===== config.mk =====
export PLATFORM = sky130hd
export DESIGN_NAME = mips_fetch_unit
export DESIGN_NICKNAME = d
export VERILOG_FILES = /design/src/rtl/mips_fetch_pkg.sv /design/src/rtl/fetch_queue.sv /design/src/rtl/mips_fetch_unit.sv
export SDC_FILE = /design/constraint.sdc
export NUM_CORES = 1
export LEC_CHECK = 0
export ABC_AREA = 1
export ABC_CLOCK_PERIOD_IN_PS = 10100
export BUFFER_PORTS_ARGS = -buffer_cell sky130_fd_sc_hd__buf_4
export CAP_MARGIN = 20
export CORE_ASPECT_RATIO = 1.75
export CORE_MARGIN = 1.5
export CORE_UTILIZATION = 50
export CTS_CLUSTER_SIZE = 12
export DETAILED_ROUTE_END_ITERATION = 8
export GPL_TIMING_DRIVEN = 0
export PLACE_DENSITY_LB_ADDON = 0.12
export SETUP_SLACK_MARGIN = 0.2
export SLEW_MARGIN = 10
export SYNTH_ARGS = -nofsm -noshare
export SYNTH_HDL_FRONTEND = slang
export SYNTH_HIERARCHICAL = 1
export SYNTH_SLANG_ARGS = --single-unit

===== constraint.sdc =====
create_clock -name clk -period 10.1 [get_ports clk]
set_input_delay 0.505 -clock clk [delete_from_list [all_inputs] [get_ports clk]]
set_output_delay 0.505 -clock clk [all_outputs]
set_load 0.02 [all_outputs]

===== src/rtl/mips_fetch_pkg.sv =====
// mips_fetch_pkg: shared types and constants for the instruction-fetch front end
package mips_fetch_pkg;
  typedef enum logic [1:0] {RUN, HALTING, HALTED} fetch_state_e;
  localparam int INST_BYTES = 4;
  typedef struct packed {
    logic [31:0] pc;
    logic [31:0] inst;
  } fetch_entry_t;
endpackage


===== src/rtl/fetch_queue.sv =====
// fetch_queue: synchronous FIFO with occupancy count and synchronous flush
module fetch_queue #(
  parameter int WIDTH = 32,
  parameter int DEPTH = 4,
  localparam int AW = DEPTH > 1 ? $clog2(DEPTH) : 1,
  localparam int CW = $clog2(DEPTH) + 1
) (
  input  logic             clk,
  input  logic             rst_b,
  input  logic             flush,
  input  logic             push,
  input  logic [WIDTH-1:0] push_data,
  input  logic             pop,
  output logic [WIDTH-1:0] pop_data,
  output logic [CW-1:0]    count
);
  logic [WIDTH-1:0] mem [DEPTH];
  logic [AW-1:0] rd_ptr, wr_ptr;
  function automatic logic [AW-1:0] inc(input logic [AW-1:0] p);
    return p == AW'(DEPTH - 1) ? '0 : p + 1'b1;
  endfunction
  always_ff @(posedge clk) if (push) mem[wr_ptr] <= push_data;
  always_ff @(posedge clk or posedge rst_b)
    if (rst_b) begin
      rd_ptr <= '0;
      wr_ptr <= '0;
      count  <= '0;
    end else if (flush) begin
      rd_ptr <= '0;
      wr_ptr <= '0;
      count  <= '0;
    end else begin
      rd_ptr <= pop ? inc(rd_ptr) : rd_ptr;
      wr_ptr <= push ? inc(wr_ptr) : wr_ptr;
      count  <= count + CW'(push) - CW'(pop);
    end
  assign pop_data = mem[rd_ptr];
  a_no_overflow: assert property (@(posedge clk) disable iff (rst_b) !(push && !pop && count == CW'(DEPTH)));
  a_no_underflow: assert property (@(posedge clk) disable iff (rst_b) !(pop && count == '0));
endmodule


===== src/rtl/mips_fetch_unit.sv =====
// mips_fetch_unit: fetch PC, pipelined imem requests, prefetch queue, redirect and halt
module mips_fetch_unit import mips_fetch_pkg::*; #(
  parameter int              XLEN     = 32,
  parameter logic [XLEN-1:0] PC_RESET = '0,
  parameter int              QDEPTH   = 4,
  parameter int              MAX_OUT  = 2
) (
  input  logic            clk,
  input  logic            rst_b,
  output logic            imem_req_valid,
  output logic [XLEN-1:0] imem_req_addr,
  input  logic            imem_req_ready,
  input  logic            imem_rsp_valid,
  input  logic [31:0]     imem_rsp_data,
  input  logic            redirect_valid,
  input  logic [XLEN-1:0] redirect_addr,
  input  logic            halt_req,
  output logic            deq_valid,
  output logic [31:0]     deq_inst,
  output logic [XLEN-1:0] deq_pc,
  input  logic            deq_ready,
  output logic            halted
);
  localparam int CW = $clog2(QDEPTH) + 1;
  localparam int PW = $clog2(MAX_OUT) + 1;
  fetch_state_e state;
  logic [XLEN-1:0] fetch_pc, rsp_pc;
  logic [CW-1:0] outstanding, drop_cnt, out_nxt, q_cnt, q_nxt;
  logic [PW-1:0] pc_cnt;
  logic [CW:0] reserved;
  logic redir, accept, q_push, q_pop;
  assign redir = redirect_valid && state != HALTED;
  // every live request must already own a queue slot when its word returns
  assign reserved = {1'b0, q_cnt} + {1'b0, outstanding} - {1'b0, drop_cnt};
  assign imem_req_valid = !rst_b && state == RUN && !redir && outstanding < CW'(MAX_OUT)
                          && reserved < (CW+1)'(QDEPTH);
  assign imem_req_addr = fetch_pc;
  assign accept = imem_req_valid && imem_req_ready;
  assign q_push = imem_rsp_valid && drop_cnt == '0 && !redir;
  assign deq_valid = q_cnt != '0 && !redir;
  assign q_pop = deq_valid && deq_ready;
  assign out_nxt = outstanding + CW'(accept) - CW'(imem_rsp_valid);
  assign q_nxt = redir ? '0 : q_cnt + CW'(q_push) - CW'(q_pop);
  assign halted = state == HALTED;
  always_ff @(posedge clk or posedge rst_b)
    if (rst_b) begin
      state       <= RUN;
      fetch_pc    <= PC_RESET;
      outstanding <= '0;
      drop_cnt    <= '0;
    end else begin
      outstanding <= out_nxt;
      drop_cnt    <= redir ? out_nxt : drop_cnt - CW'(imem_rsp_valid && drop_cnt != '0);
      fetch_pc    <= redir ? {redirect_addr[XLEN-1:2], 2'b00}
                   : accept ? fetch_pc + XLEN'(INST_BYTES) : fetch_pc;
      state       <= halted ? HALTED
                   : (state == HALTING && out_nxt == '0 && q_nxt == '0) ? HALTED
                   : (state == RUN && halt_req) ? HALTING : state;
    end
  fetch_queue #(.WIDTH(XLEN + 32), .DEPTH(QDEPTH)) u_prefetch (
    .clk(clk), .rst_b(rst_b), .flush(redir), .push(q_push),
    .push_data({rsp_pc, imem_rsp_data}), .pop(q_pop),
    .pop_data({deq_pc, deq_inst}), .count(q_cnt)
  );
  // holds the PC of every outstanding request, stale ones included
  fetch_queue #(.WIDTH(XLEN), .DEPTH(MAX_OUT)) u_pc_fifo (
    .clk(clk), .rst_b(rst_b), .flush(1'b0), .push(accept),
    .push_data(fetch_pc), .pop(imem_rsp_valid),
    .pop_data(rsp_pc), .count(pc_cnt)
  );
  a_rsp_expected: assert property (@(posedge clk) disable iff (rst_b) !(imem_rsp_valid && outstanding == '0));
  a_drop_bound: assert property (@(posedge clk) disable iff (rst_b) drop_cnt <= outstanding);
  a_aligned: assert property (@(posedge clk) disable iff (rst_b) imem_req_addr[1:0] == 2'b00);
  a_pc_track: assert property (@(posedge clk) disable iff (rst_b) CW'(pc_cnt) == outstanding);
endmodule


# After elaboration in Yosys (flattened, before gate mapping)
# Memory sizes are Yosys's and may differ from the RTL's.
# Cells that the tools add are included.
# Widths: inputs -> output; s select.
dict set report totals {
  ff_bits 49
  ram_bits 320
  input_bits 71
  output_inout_bits 99
  elab_cells 75
  mem_count 2
}
dict set report op_classes {
  add_sub_neg 12
  magnitude_cmp 2
  n_eq_ne 5
  mux 19
  reduce_logical 26
}
# memory words word_bits rd rd_ports_with_merged_regs wr line_no
set memory_table {}
lappend memory_table {u_prefetch.mem 4 64 1 0 1 fetch_queue.sv:17} ;# logic [WIDTH-1:0] mem [DEPTH];
lappend memory_table {u_pc_fifo.mem 2 32 1 0 1 fetch_queue.sv:17}
# cell count
set op_table {}
lappend op_table {{$mux 32} 2}
lappend op_table {{$add 32x3->32 const B} 1}
lappend op_table {{$mux 2} 9}
lappend op_table {{$logic_and 1x1->1} 14}
lappend op_table {{$logic_not 3->1} 3}
lappend op_table {{$reduce_bool 3->1} 3}
lappend op_table {{$sub 3x1->3} 3}
lappend op_table {{$add 3x1->3} 2}
lappend op_table {{$eq 2x2->1 const B} 3}
lappend op_table {{$mux 1} 6}
lappend op_table {{$mux 3} 2}
lappend op_table {{$reduce_bool 2->1} 3}
lappend op_table {{$add 2x1->2 const B} 2}
lappend op_table {{$add 3x3->4} 1}
lappend op_table {{$lt 4x3->1 const B} 1}
lappend op_table {{$sub 4x3->4} 1}
lappend op_table {{$lt 3x2->1 const B} 1}
lappend op_table {{$add 1x1->1 const B} 2}
lappend op_table {{$eq 2x1->1 const B} 1}
lappend op_table {{$logic_not 1->1} 2}
lappend op_table {{$logic_not 2->1} 1}
lappend op_table {{$ne 2x2->1 const B} 1}

# Longest topological paths before layout
# Gate-level depths: netlist of the first run.
dict set report logic_depth {
  depth_word 14
  depth_mapped 19
  mapped_depth_nobuf 18
}

# Modules after synthesis
# The synthesis of the first run kept the hierarchy.
# mod instances cells_per_inst area_per_inst_um2 seq_area_each_um2
set modules_own_cells {}
lappend modules_own_cells {{fetch_queue (u_prefetch)} 1 801 10889.2 7862.5}
lappend modules_own_cells {mips_fetch_unit 1 495 3124.2 950.9}
lappend modules_own_cells {{fetch_queue (u_pc_fifo)} 1 128 2672.6 2021.9}

# Least setup slack after synthesis of the first run
# No wires, ideal clock.
dict set report synth_timing {
  path_kind {input-to-reg}
  startpoint {in rst_b}
  endpoint {mem u_pc_fifo.mem[0][0] (enable)}
  setup_time_ps 422
  arrival_ps 3546
  t_required_ps 9678
  slack_ps 6132
  stages 10
  n_path_buf 1
  cell_sequence {inv_1 -> nand3_1 -> nor2_1 -> nand2_1 -> nor2_2 -> nand3_2 -> buf_2 -> inv_1 -> inv_1 -> nor2_1}
}
dict set report synth_via {
  elab_chain_len 8
}
# element line_no
set synth_rtl {}
lappend synth_rtl {{start, declared} mips_fetch_unit.sv:9} ;# input logic rst_b,
lappend synth_rtl {{$logic_not 1->1 (no line)} -}
lappend synth_rtl {{$logic_and 1x1->1 (3 in a row)} mips_fetch_unit.sv:35} ;# assign imem_req_valid = !rst_b && state == RUN && !redir && outstanding < CW'(MAX_OUT)
lappend synth_rtl {{$logic_and 1x1->1} mips_fetch_unit.sv:36} ;# && reserved < (CW+1)'(QDEPTH);
lappend synth_rtl {{$logic_and 1x1->1} mips_fetch_unit.sv:38} ;# assign accept = imem_req_valid && imem_req_ready;
lappend synth_rtl {{net accept} mips_fetch_unit.sv:31} ;# logic redir, accept, q_push, q_pop;
lappend synth_rtl {{$mux 1} fetch_queue.sv:22} ;# always_ff @(posedge clk) if (push) mem[wr_ptr] <= push_data;
lappend synth_rtl {{$mux 1 (implied by the code)} fetch_queue.sv:22}
lappend synth_rtl {{end, declared} fetch_queue.sv:17}
# The timed path passes the listed nets, and every way through them passes these cells.

# Final worst setup path of the first run
dict set report layout_timing {
  startpoint {reg u_prefetch.count[1]}
  endpoint {reg state[0]}
}
dict set report layout_via {
  elab_chain_len 12
  elab_cells_between_ends 20
  cone_classes {add/sub (6); order compare (1); mux (3); reduce/logical (10)}
}
# element line_no
set layout_rtl {}
lappend layout_rtl {{start, declared} fetch_queue.sv:15} ;# output logic [CW-1:0] count
lappend layout_rtl {{start signal, assigned} fetch_queue.sv:35} ;# count <= count + CW'(push) - CW'(pop);
lappend layout_rtl {{$add 3x3->4 *} mips_fetch_unit.sv:34} ;# assign reserved = {1'b0, q_cnt} + {1'b0, outstanding} - {1'b0, drop_cnt};
lappend layout_rtl {{$sub 4x3->4 *} mips_fetch_unit.sv:34}
lappend layout_rtl {{$lt 4x3->1 *} mips_fetch_unit.sv:36}
lappend layout_rtl {{$logic_and 1x1->1 *} mips_fetch_unit.sv:36}
lappend layout_rtl {{$logic_and 1x1->1 *} mips_fetch_unit.sv:38}
lappend layout_rtl {{$add 3x1->3 *} mips_fetch_unit.sv:42} ;# assign out_nxt = outstanding + CW'(accept) - CW'(imem_rsp_valid);
lappend layout_rtl {{$sub 3x1->3 *} mips_fetch_unit.sv:42}
lappend layout_rtl {{net out_nxt[1]} mips_fetch_unit.sv:28} ;# logic [CW-1:0] outstanding, drop_cnt, out_nxt, q_cnt, q_nxt;
lappend layout_rtl {{$logic_not 3->1 *} mips_fetch_unit.sv:57} ;# : (state == HALTING && out_nxt == '0 && q_nxt == '0) ? HALTED
lappend layout_rtl {{$logic_and 1x1->1 * (2 in a row)} mips_fetch_unit.sv:57}
lappend layout_rtl {{$mux 2} mips_fetch_unit.sv:57}
lappend layout_rtl {{$mux 2} mips_fetch_unit.sv:56} ;# state <= halted ? HALTED
lappend layout_rtl {{end signal, assigned} mips_fetch_unit.sv:56}
lappend layout_rtl {{end, declared} mips_fetch_unit.sv:26} ;# fetch_state_e state;
# Mark *: on every way through the listed nets, which the timed path passes. The rest lies on a longest branch.
# A chain may end at the register's enable or synchronous reset.

==> results.json, run 1 <==
{
  "min-delay-start": "imem_rsp_data[29]",
  "grt_use_total_pct": 21.7,
  "area_delta_synth_final_pct": 18.2,
  "fmax_ghz": 0.249,
  "worstPathArrival_ns": 4.45,
  "root_buffer": "clkbuf_16",
  "crit_family": "adder cells",
  "grt_overflow": 0,
  "drt_first_iter_violations": 475,
  "dpl.hpwl_um": 24300,
  "dr_total_vias": 10600,
  "seqPwrFrac_pct": 37.0,
  "fin_worst_skew_ns": 0.0110,
  "path_clk_slew_ns": 0.06,
  "worstSetupPathType": "reg -> reg",
  "worstRegToRegCells": 18,
  "clock_path_buffers": 3,
  "endpoint_kind": "flop",
  "cts_tree": "yes",
  "netlist_instances": 1408,
  "combPwrFrac_pct": 37.3,
  "clkPwrFrac_pct": 25.7,
  "gp_congestion": 0.906,
  "hold_class": "in -> reg",
  "diodes": 0,
  "cap_violations": 0,
  "setup_viol": 0,
  "cp_common_cell": "inv_1",
  "wl_um": 36200,
  "final_layout_size_suffix_gt1_share_pct": 25.0,
  "rrSetupSlack_ns": 6.08,
  "post_cts_resized": 0,
  "via_per_inst": 5.17,
  "cts_buffers": 37,
  "period_share_pct": 39.8,
  "grt_first_pass_wirelength_um": 56900,
  "slew-limit-headroom_pct": 51.0,
  "die_h_um": 244,
  "final-hold-violation-count": 0,
  "clkSinkCount": 367,
  "port_buffers": 165,
  "r2r-start": "u_prefetch/count[1]$_DFF_PP0_",
  "final_common_cell": "nand2_1",
  "irDropWorstVdd_v": 0.000138,
  "drv_slew": 0,
  "grt_start_max_net_pins": 53,
  "p_int_mw": 3.13,
  "rows": 88,
  "period_needed_ns": 4.02,
  "tns_ns": 0,
  "timing.rr.end": "state[0]$_DFFE_PP0P_",
  "core_area_sq_mm": 0.0328,
  "htreeDepth": 2,
  "crit_path_start_kind": "flop",
  "num_io_pins": 170,
  "critPathBufInv": 5,
  "whs_ns": 0.175,
  "crit_path_cell_trace": "inv_1 > fa_1 > inv_1 > ha_1 > nand3_1 > nand3_1 > nand2_1 > nor2_2 > nand3_2 > buf_2 > ha_1 > inv_1 > ha_1 > fa_1 > nor4_1 > o211ai_1 > nand2_1 > inv_1",
  "drcViolationCount": 0,
  "grt_antenna_before_repair": 0,
  "worstPathMaxFanout": 10,
  "dpl_cell_area_sq_mm": 0.0185,
  "fin_util_pct": 59.6,
  "yosys_warnings": 6,
  "status": "completed",
  "syn-cell-area_sq_mm": 0.0166,
  "switchingPower_mw": 1.70,
  "leakage_nw": 8.30,
  "power_density_mw_per_mm2": 247,
  "slowest_stage": "fa_1",
  "drt_pass1_iterations": 4,
  "avgSynthCellArea_sq_um": 11.8,
  "dieArea_sq_mm": 0.0343,
  "grt_pass1_vias": 10600,
  "avgRoutedWirePerCell_um": 17.7,
  "rsz0062_at_grt": "no",
  "p_sw_share_pct": 35.2,
  "final_cell_area_sq_mm": 0.0196,
  "finalNetCount": 1718,
  "insertion_delay_ns": 0.53,
  "antenna_left": 0,
  "worstPathRequired_ns": 10.52,
  "min_to": "u_prefetch/mem[0][29]$_DFFE_PP_",
  "die_w_um": 141,
  "min_delay_path_depth": 1,
  "start_util_pct": 50.5,
  "final_cell_mix": "348 x nand2_1, 320 x edfxtp_1, 191 x inv_1",
  "fill_cells": 2703,
  "cts_setup_buffers": 0,
  "tightest_slew_ns": 0.735,
  "cpPeakStageDelay_ns": 0.51
}
==> flip-flops by register name, indices dropped and copies added (netlist names) <==
register           flops
outstanding            3
u_prefetch/wr_ptr      2
u_prefetch/mem       256
state                  2
u_pc_fifo/rd_ptr       1
u_pc_fifo/wr_ptr       1
u_prefetch/count       3
u_prefetch/rd_ptr      2
u_pc_fifo/mem         64
imem_req_addr         30
drop_cnt               3
==> metal layers <==
metal / global-route usage, % / vias up / wire [um]
met5: 0 / - / 0
met4: 10.8 / 0 / 1780
met3: 3.14 / 94 / 1680
met2: 39.6 / 290 / 19000
met1: 24.7 / 5034 / 13700
li1: - / 5183 / -
==> power groups by stage <==
| stage | Combinational, mW | Clock, mW | Sequential [mW] |
|---|---|---|---|
| 6_report | 1.81 | 1.24 | 1.79 |
| 5_1_grt | 1.98 | 1.33 | 1.80 |
| 2_1_floorplan | 1.16 | 0 | 1.82 |
| 3_3_place_gp | 1.79 | 0 | 1.83 |
| 4_1_cts | 1.84 | 1.28 | 1.79 |
| 3_5_place_dp | 1.83 | 0 | 1.82 |
==> metrics by stage <==
step | cells | power, mW | worst slack (ns)
after floorplan | 1414 | 2.98 | 6.15
after CTS | 2050 | 4.90 | 6.07
after global routing | 2050 | 5.11 | 5.70
final | 2050 | 4.84 | 6.08
after global placement | 1984 | 3.62 | 4.52
after detailed placement | 1990 | 3.65 | 6.09
==> worst register-to-register path, cell delays in order, from the launching register on <==
cell and delay [ns]:
dfrtp_1 0.44, inv_1 0.13, fa_1 0.51, inv_1 0.04, ha_1 0.29, nand3_1 0.09, nand3_1 0.08, nand2_1 0.06
nor2_2 0.10, nand3_2 0.21, buf_2 0.29, ha_1 0.30, inv_1 0.04, ha_1 0.19, fa_1 0.51, nor4_1 0.34
o211ai_1 0.19, nand2_1 0.09, inv_1 0.03
==> timing repair <==
action | CTS | global route
endpoints found under the hold margin | 17 | 0
endpoints found under the setup margin | 0 | 0
hold buffers | 1 | 0
==> cell type report <==
cell class	instances	area [sq um]	area share (%)
repair buffers	172	1400	7.15
flip-flops and latches	367	10800	55.1
plain buffers	66	527	2.69
inverters	199	757	3.87
clock inverters	4	26.3	0.134
clock buffers	55	1040	5.29
well taps	405	507	2.59
multi-input cells	782	4530	23.2
==> how the worst max path moves through the flow <==
stage / startpoint / to / slack (ns) / cells after the start
after CTS: u_prefetch/count[1]$_DFF_PP0_ / state[0]$_DFFE_PP0P_ / 6.07 / 18
final: u_prefetch/count[1]$_DFF_PP0_ / state[0]$_DFFE_PP0P_ / 6.08 / 18
after global routing: u_prefetch/count[1]$_DFF_PP0_ / state[0]$_DFFE_PP0P_ / 5.70 / 18
after detailed placement: u_prefetch/count[1]$_DFF_PP0_ / state[0]$_DFFE_PP0P_ / 6.09 / 18
after floorplan: rst_b / u_pc_fifo/mem[0][0]$_DFFE_PP_ / 6.15 / 10
after global placement: rst_b / u_pc_fifo/mem[0][3]$_DFFE_PP_ / 4.52 / 11
(Power assumes the default switching activity.)
==> run 2, diff against run 1 <==
--- a/config.mk
+++ b/config.mk
@@ -6,7 +6,7 @@
 export NUM_CORES = 1
 export LEC_CHECK = 0
 export ABC_AREA = 1
-export ABC_CLOCK_PERIOD_IN_PS = 10100
+export ABC_CLOCK_PERIOD_IN_PS = 3800
 export BUFFER_PORTS_ARGS = -buffer_cell sky130_fd_sc_hd__buf_4
 export CAP_MARGIN = 20
 export CORE_ASPECT_RATIO = 1.75
==> constraint.sdc (replaced) <==
create_clock -name clk -period 3.8 [get_ports clk]
set_input_delay 0.19 -clock clk [delete_from_list [all_inputs] [get_ports clk]]
set_output_delay 0.19 -clock clk [all_outputs]
set_load 0.02 [all_outputs]
==> run 2 against run 1 <==
Global-route usage up 0.29 points; wire length up 2.3%; via count grew 2.3%; cell count rose by 3.2%; non-clock buffer count up 70; final area up 4.2%; worst hold slack got worse by 0.15 ns; sequential power rose to 2.7 times the previous value; sequential cell count did not move; first-iteration DRC count fell by 5.5%; sequential share of layout area is 2.2 points lower; total power grew to 2.7 times the previous value; critical endpoint unchanged; largest cell class unchanged; largest power group unchanged.
==> results.json, run 2 (synthesis results as in run 1) <==
{
  "status": "completed",
  "worstPathMaxFanout": 2,
  "period_needed_ns": 3.46,
  "final_cell_mix": "346 x nand2_1, 320 x edfxtp_1, 188 x inv_1",
  "fmax_ghz": 0.289,
  "worstRegToRegCells": 18,
  "num_io_pins": 170,
  "grt_start_max_net_pins": 53,
  "root_buffer": "clkbuf_16",
  "drt_pass1_iterations": 7,
  "grt_first_pass_wirelength_um": 58000,
  "port_buffers": 165,
  "final-hold-violation-count": 0,
  "path_clk_slew_ns": 0.06,
  "final_common_cell": "nand2_1",
  "final_cell_area_sq_mm": 0.0204,
  "grt_pass1_vias": 11000,
  "antenna_left": 0,
  "timing.rr.end": "state[0]$_DFFE_PP0P_",
  "crit_path_start_kind": "flop",
  "worstSetupPathType": "reg -> reg",
  "htreeDepth": 2,
  "cts_tree": "yes",
  "fin_cells": 2115,
  "largest_reg_flops": 256,
  "wl_um": 37100,
  "gp_congestion": 0.856,
  "dpl_cell_area_sq_mm": 0.0185,
  "drv_slew": 0,
  "slew-limit-headroom_pct": 61.6,
  "largest_register": "u_prefetch/mem",
  "setup_viol": 0,
  "via_per_inst": 5.13,
  "grt_use_total_pct": 22.0,
  "rrSetupSlack_ns": 0.34,
  "avgRoutedWirePerCell_um": 17.5,
  "tns_ns": 0,
  "finalNetCount": 1788,
  "r2r-start": "u_prefetch/count[1]$_DFF_PP0_",
  "cts_buffers": 37,
  "die_h_um": 244,
  "clkSinkCount": 367,
  "area_delta_synth_final_pct": 23.2,
  "clock_path_buffers": 3,
  "rsz0062_at_grt": "yes",
  "drcViolationCount": 0,
  "start_util_pct": 50.5,
  "dieArea_sq_mm": 0.0343,
  "rows": 88,
  "fin_worst_skew_ns": 0.0139,
  "place_ws_ns": -0.232,
  "grt_overflow": 0,
  "drt_first_iter_violations": 449,
  "leakage_nw": 8.62,
  "worstPathRequired_ns": 4.21,
  "cap_violations": 0,
  "min_delay_path_depth": 5,
  "dpl.hpwl_um": 24600,
  "hold_class": "in -> reg",
  "grt_antenna_before_repair": 0,
  "core_area_sq_mm": 0.0328,
  "insertion_delay_ns": 0.52,
  "final_layout_size_suffix_gt1_share_pct": 25.6,
  "endpoint_kind": "flop",
  "die_w_um": 141,
  "period_share_pct": 91.2,
  "min-delay-start": "redirect_addr[5]",
  "tightest_slew_ns": 0.576,
  "setup_ws_ns": 0.336,
  "dr_total_vias": 10800,
  "power_density_mw_per_mm2": 650,
  "diodes": 0,
  "irDropWorstVdd_v": 0.000415,
  "worstPathArrival_ns": 3.87,
  "dp_cells": 1991,
  "min_to": "imem_req_addr[5]$_DFFE_PP0P_"
}
[run 2: cell count changes in the layout (fill, tap and decap cells not counted), moves of 3 or more]
cell           previous run  this run
dlygate4sd3_1             1        62
buf_4                   174       182
clkbuf_1                 20        15
ha_1                     17        13
ha_4                      0         4
inv_1                   191       188
[run 2: per-layer routing]
layer | track usage (%) | share of wire [%]
met1 | 24.6 | 38
met2 | 40.9 | 54
met3 | 2.97 | 4.0
met4 | 10.6 | 4.6
met5 | 0 | 0
[run 2: worst max-delay path by stage]
| stage | startpoint | endpoint | cells after the start |
|---|---|---|---|
| final | u_prefetch/count[1]$_DFF_PP0_ | state[0]$_DFFE_PP0P_ | 18 |
| after global routing | u_prefetch/count[1]$_DFF_PP0_ | state[0]$_DFFE_PP0P_ | 18 |
| after CTS | outstanding[1]$_DFF_PP0_ | state[0]$_DFFE_PP0P_ | 18 |
| after detailed placement | u_prefetch/count[1]$_DFF_PP0_ | state[0]$_DFFE_PP0P_ | 18 |
| after global placement | state[0]$_DFFE_PP0P_ | u_prefetch/mem[3][31]$_DFFE_PP_ | 9 |
| after floorplan | u_prefetch/count[1]$_DFF_PP0_ | state[0]$_DFFE_PP0P_ | 18 |
[run 2: worst max-delay path, cell delays in order, from the launching register on]
cell and delay, ns:
dfrtp_2 0.39, inv_4 0.05, fa_1 0.53, inv_2 0.05, ha_4 0.27, nand3_4 0.07
nand3_2 0.08, nand2_2 0.06, nor2_4 0.13, nand3_4 0.09, buf_8 0.13, ha_4 0.26
inv_4 0.03, ha_4 0.14, fa_2 0.47, nor4_4 0.29, o211ai_1 0.17, nand2_1 0.10
inv_1 0.04
[run 2: cell type report]
cell class	instances	area, sq um
Timing Repair Buffer	242	2090
Inverter	199	762
Clock buffer	50	1020
Clock inverter	4	52.6
Buffer	66	537
Sequential cell	367	10800
Tap cell	405	507
Fill cell	2607	12400
Multi-Input combinational cell	782	4650
[run 2: repair_timing]
item	in CTS	in global routing
endpoints found under the hold margin	204	0
resized for setup	6	21
endpoints found under the setup margin	3	2
hold buffers	62	0
buffers inserted	3	5
pin swaps	2	11
[run 2: report_power, final]
| group | switching, mW | internal (mW) |
|---|---|---|
| clock network | 1.41 | 1.93 |
| logic | 3.13 | 2.03 |
| registers | 0.137 | 4.63 |
| total | 4.67 | 8.59 |
[run 2: through the flow]
step	hold WS (ns)	utilization (%)	total power, mW
after floorplan	-0.0688	-	7.92
after global placement	0.0797	55.9	9.62
after detailed placement	0.0844	56.4	9.70
after CTS	0.00680	61.7	13.1
after global routing	0.0207	62.2	14.0
final	0.0221	62.2	13.3
==> run 3, diff against run 2 <==
--- a/config.mk
+++ b/config.mk
@@ -6,7 +6,7 @@
 export NUM_CORES = 1
 export LEC_CHECK = 0
 export ABC_AREA = 1
-export ABC_CLOCK_PERIOD_IN_PS = 3800
+export ABC_CLOCK_PERIOD_IN_PS = 4000
 export BUFFER_PORTS_ARGS = -buffer_cell sky130_fd_sc_hd__buf_4
 export CAP_MARGIN = 20
 export CORE_ASPECT_RATIO = 1.75
@@ -15,6 +15,7 @@
 export CTS_CLUSTER_SIZE = 12
 export DETAILED_ROUTE_END_ITERATION = 8
 export GPL_TIMING_DRIVEN = 0
+export MAX_ROUTING_LAYER = met4
 export PLACE_DENSITY_LB_ADDON = 0.12
 export SETUP_SLACK_MARGIN = 0.2
 export SLEW_MARGIN = 10
==> constraint.sdc (replaced) <==
create_clock -name clk -period 4 [get_ports clk]
set_input_delay 0.2 -clock clk [delete_from_list [all_inputs] [get_ports clk]]
set_output_delay 0.2 -clock clk [all_outputs]
set_load 0.02 [all_outputs]
==> run 3 against run 2 <==
Sequential share of layout area increased by 0.23 points; core utilization fell by 0.27 points; sequential cell count stayed put; wire length shrank 0.34%; critical path depth grew 1; clock-buffer cell count unchanged; register-to-register slack better by 0.14 ns; combinational power is 8.1% lower.
==> results.json, run 3 (synthesis results as in run 1) <==
{
  "status": "completed",
  "drt_first_iter_violations": 442,
  "grt_overflow": 0,
  "final_layout_size_suffix_gt1_share_pct": 24.9,
  "fin_util_pct": 61.9,
  "power_density_mw_per_mm2": 613,
  "endpoint_kind": "flop",
  "drv_slew": 0,
  "irDropWorstVdd_v": 0.000392,
  "diodes": 0,
  "fmax_ghz": 0.284,
  "dpl_cell_area_sq_mm": 0.0185,
  "whs_ns": 0.0130,
  "grt_start_max_net_pins": 53,
  "worstSetupPathType": "reg -> reg",
  "drcViolationCount": 0,
  "via_per_inst": 5.13,
  "tightest_slew_ns": 0.579,
  "drt_pass1_iterations": 4,
  "clkSinkCount": 367,
  "final-hold-violation-count": 0,
  "crit_path_cell_trace": "inv_2 > fa_1 > inv_1 > ha_1 > nand3_1 > nand3_1 > nand2_1 > nor2_2 > nand3_4 > buf_8 > ha_1 > inv_1 > ha_4 > fa_2 > xnor2_4 > nor4_4 > o211ai_1 > nand2_1 > inv_1",
  "final_common_cell": "nand2_1",
  "rows": 88,
  "leakage_nw": 8.60,
  "area_delta_synth_final_pct": 22.6,
  "core_area_sq_mm": 0.0328,
  "dieArea_sq_mm": 0.0343,
  "met3_usage_pct": 2.97,
  "cap_violations": 0,
  "grt_antenna_before_repair": 0,
  "slowest_stage": "fa_1",
  "htreeDepth": 2,
  "cts_buffers": 37,
  "grt_use_total_pct": 22.6,
  "worstPathArrival_ns": 3.93,
  "fin_worst_skew_ns": 0.0138,
  "root_buffer": "clkbuf_16",
  "dr_total_vias": 10800,
  "final_cell_area_sq_mm": 0.0203,
  "grt_first_pass_wirelength_um": 57800,
  "port_buffers": 165,
  "final_cell_mix": "348 x nand2_1, 320 x edfxtp_1, 190 x inv_1",
  "period_needed_ns": 3.52,
  "worstRegToRegCells": 19,
  "grt_pass1_vias": 11000,
  "rsz0062_at_grt": "no",
  "die_w_um": 141,
  "fill_cells": 2621,
  "antenna_left": 0,
  "grt_use_met2_pct": 41.0,
  "largest_register": "u_prefetch/mem",
  "largest_reg_flops": 256,
  "hold_class": "in -> reg",
  "worstPathMaxFanout": 5,
  "min_delay_path_depth": 5,
  "avgRoutedWirePerCell_um": 17.5,
  "use_met1_pct": 24.4,
  "dpl.hpwl_um": 24600,
  "cts_tree": "yes",
  "finalNetCount": 1785,
  "insertion_delay_ns": 0.52,
  "start_util_pct": 50.5,
  "gp_congestion": 0.870,
  "setup_viol": 0,
  "slew-limit-headroom_pct": 61.3,
  "period_share_pct": 88.1,
  "path_clk_slew_ns": 0.06,
  "num_io_pins": 170,
  "cpPeakStageDelay_ns": 0.49,
  "p_total_mw": 12.4,
  "worstPathRequired_ns": 4.41,
  "wl_um": 36900,
  "crit_path_start_kind": "flop",
  "cp_common_cell": "inv_1",
  "busiest_layer": "met2",
  "die_h_um": 244,
  "clock_path_buffers": 3
}
==> run 3: routing by layer <==
metal / vias up / wire (um)
met5: - / 0
met4: 0 / 1630
met3: 87 / 1560
met2: 293 / 19700
met1: 5151 / 14000
li1: 5301 / -
==> run 3: metrics by stage <==
stage	cells	setup WS, ns	setup TNS, ns
2_1_floorplan	1414	0.572	0
3_3_place_gp	1984	-0.621	-158.30
3_5_place_dp	1991	-0.0323	-0.0323
4_1_cts	2106	0.200	0
5_1_grt	2112	0.241	0
6_report	2112	0.478	0
==> run 3: final timing paths <==
kind / startpoint / to / slack, ns
worst max-delay path: u_prefetch/count[1]$_DFF_PP0_ / state[0]$_DFFE_PP0P_ / 0.48
worst min-delay path: redirect_addr[4] / imem_req_addr[4]$_DFFE_PP0P_ / 0.01
worst max register to register: u_prefetch/count[1]$_DFF_PP0_ / state[0]$_DFFE_PP0P_ / 0.48
worst min register to register: state[1]$_DFFE_PP0P_ / state[1]$_DFFE_PP0P_ / 0.51
max in group asynchronous: rst_b / imem_req_addr[3]$_DFFE_PP0P_ / 3.34
min in group asynchronous: rst_b / u_pc_fifo/rd_ptr$_DFFE_PP0P_ / 0.11
==> run 3: final cells by class <==
| type | instances | area, sq um | share of cell area, % |
|---|---|---|---|
| multi-input combinational | 782 | 4590 | 22.6 |
| tap | 405 | 507 | 2.49 |
| sequential | 367 | 10800 | 53.1 |
| timing repair buffer | 239 | 2060 | 10.2 |
| buffer | 66 | 537 | 2.64 |
| inverter | 199 | 757 | 3.73 |
| clock buffer | 50 | 1020 | 5.01 |
| clock inverter | 4 | 52.6 | 0.259 |
==> run 3: worst max-delay path, delay by kind of cell, from the launching register on <==
kind | cells | cell delay, ns
buf+inv | 5 | 0.34
compound gates | 1 | 0.17
xor+xnor | 1 | 0.17
simple gates | 7 | 0.73
flops | 1 | 0.40
fa+ha+maj | 5 | 1.59
==> run 3: repair_timing <==
action	in CTS	in global routing
setup buffers	0	6
hold buffers	61	0
pin swaps	0	8
endpoints found under the setup margin	2	2
gates resized for setup	5	9
endpoints found under the hold margin	203	0
==> run 3: where the power goes <==
part	internal (mW)	total (mW)	switching [mW]
Combinational	1.85	4.74	2.89
Sequential	4.40	4.53	0.133
Clock	1.83	3.17	1.34
Total	8.08	12.4	4.36
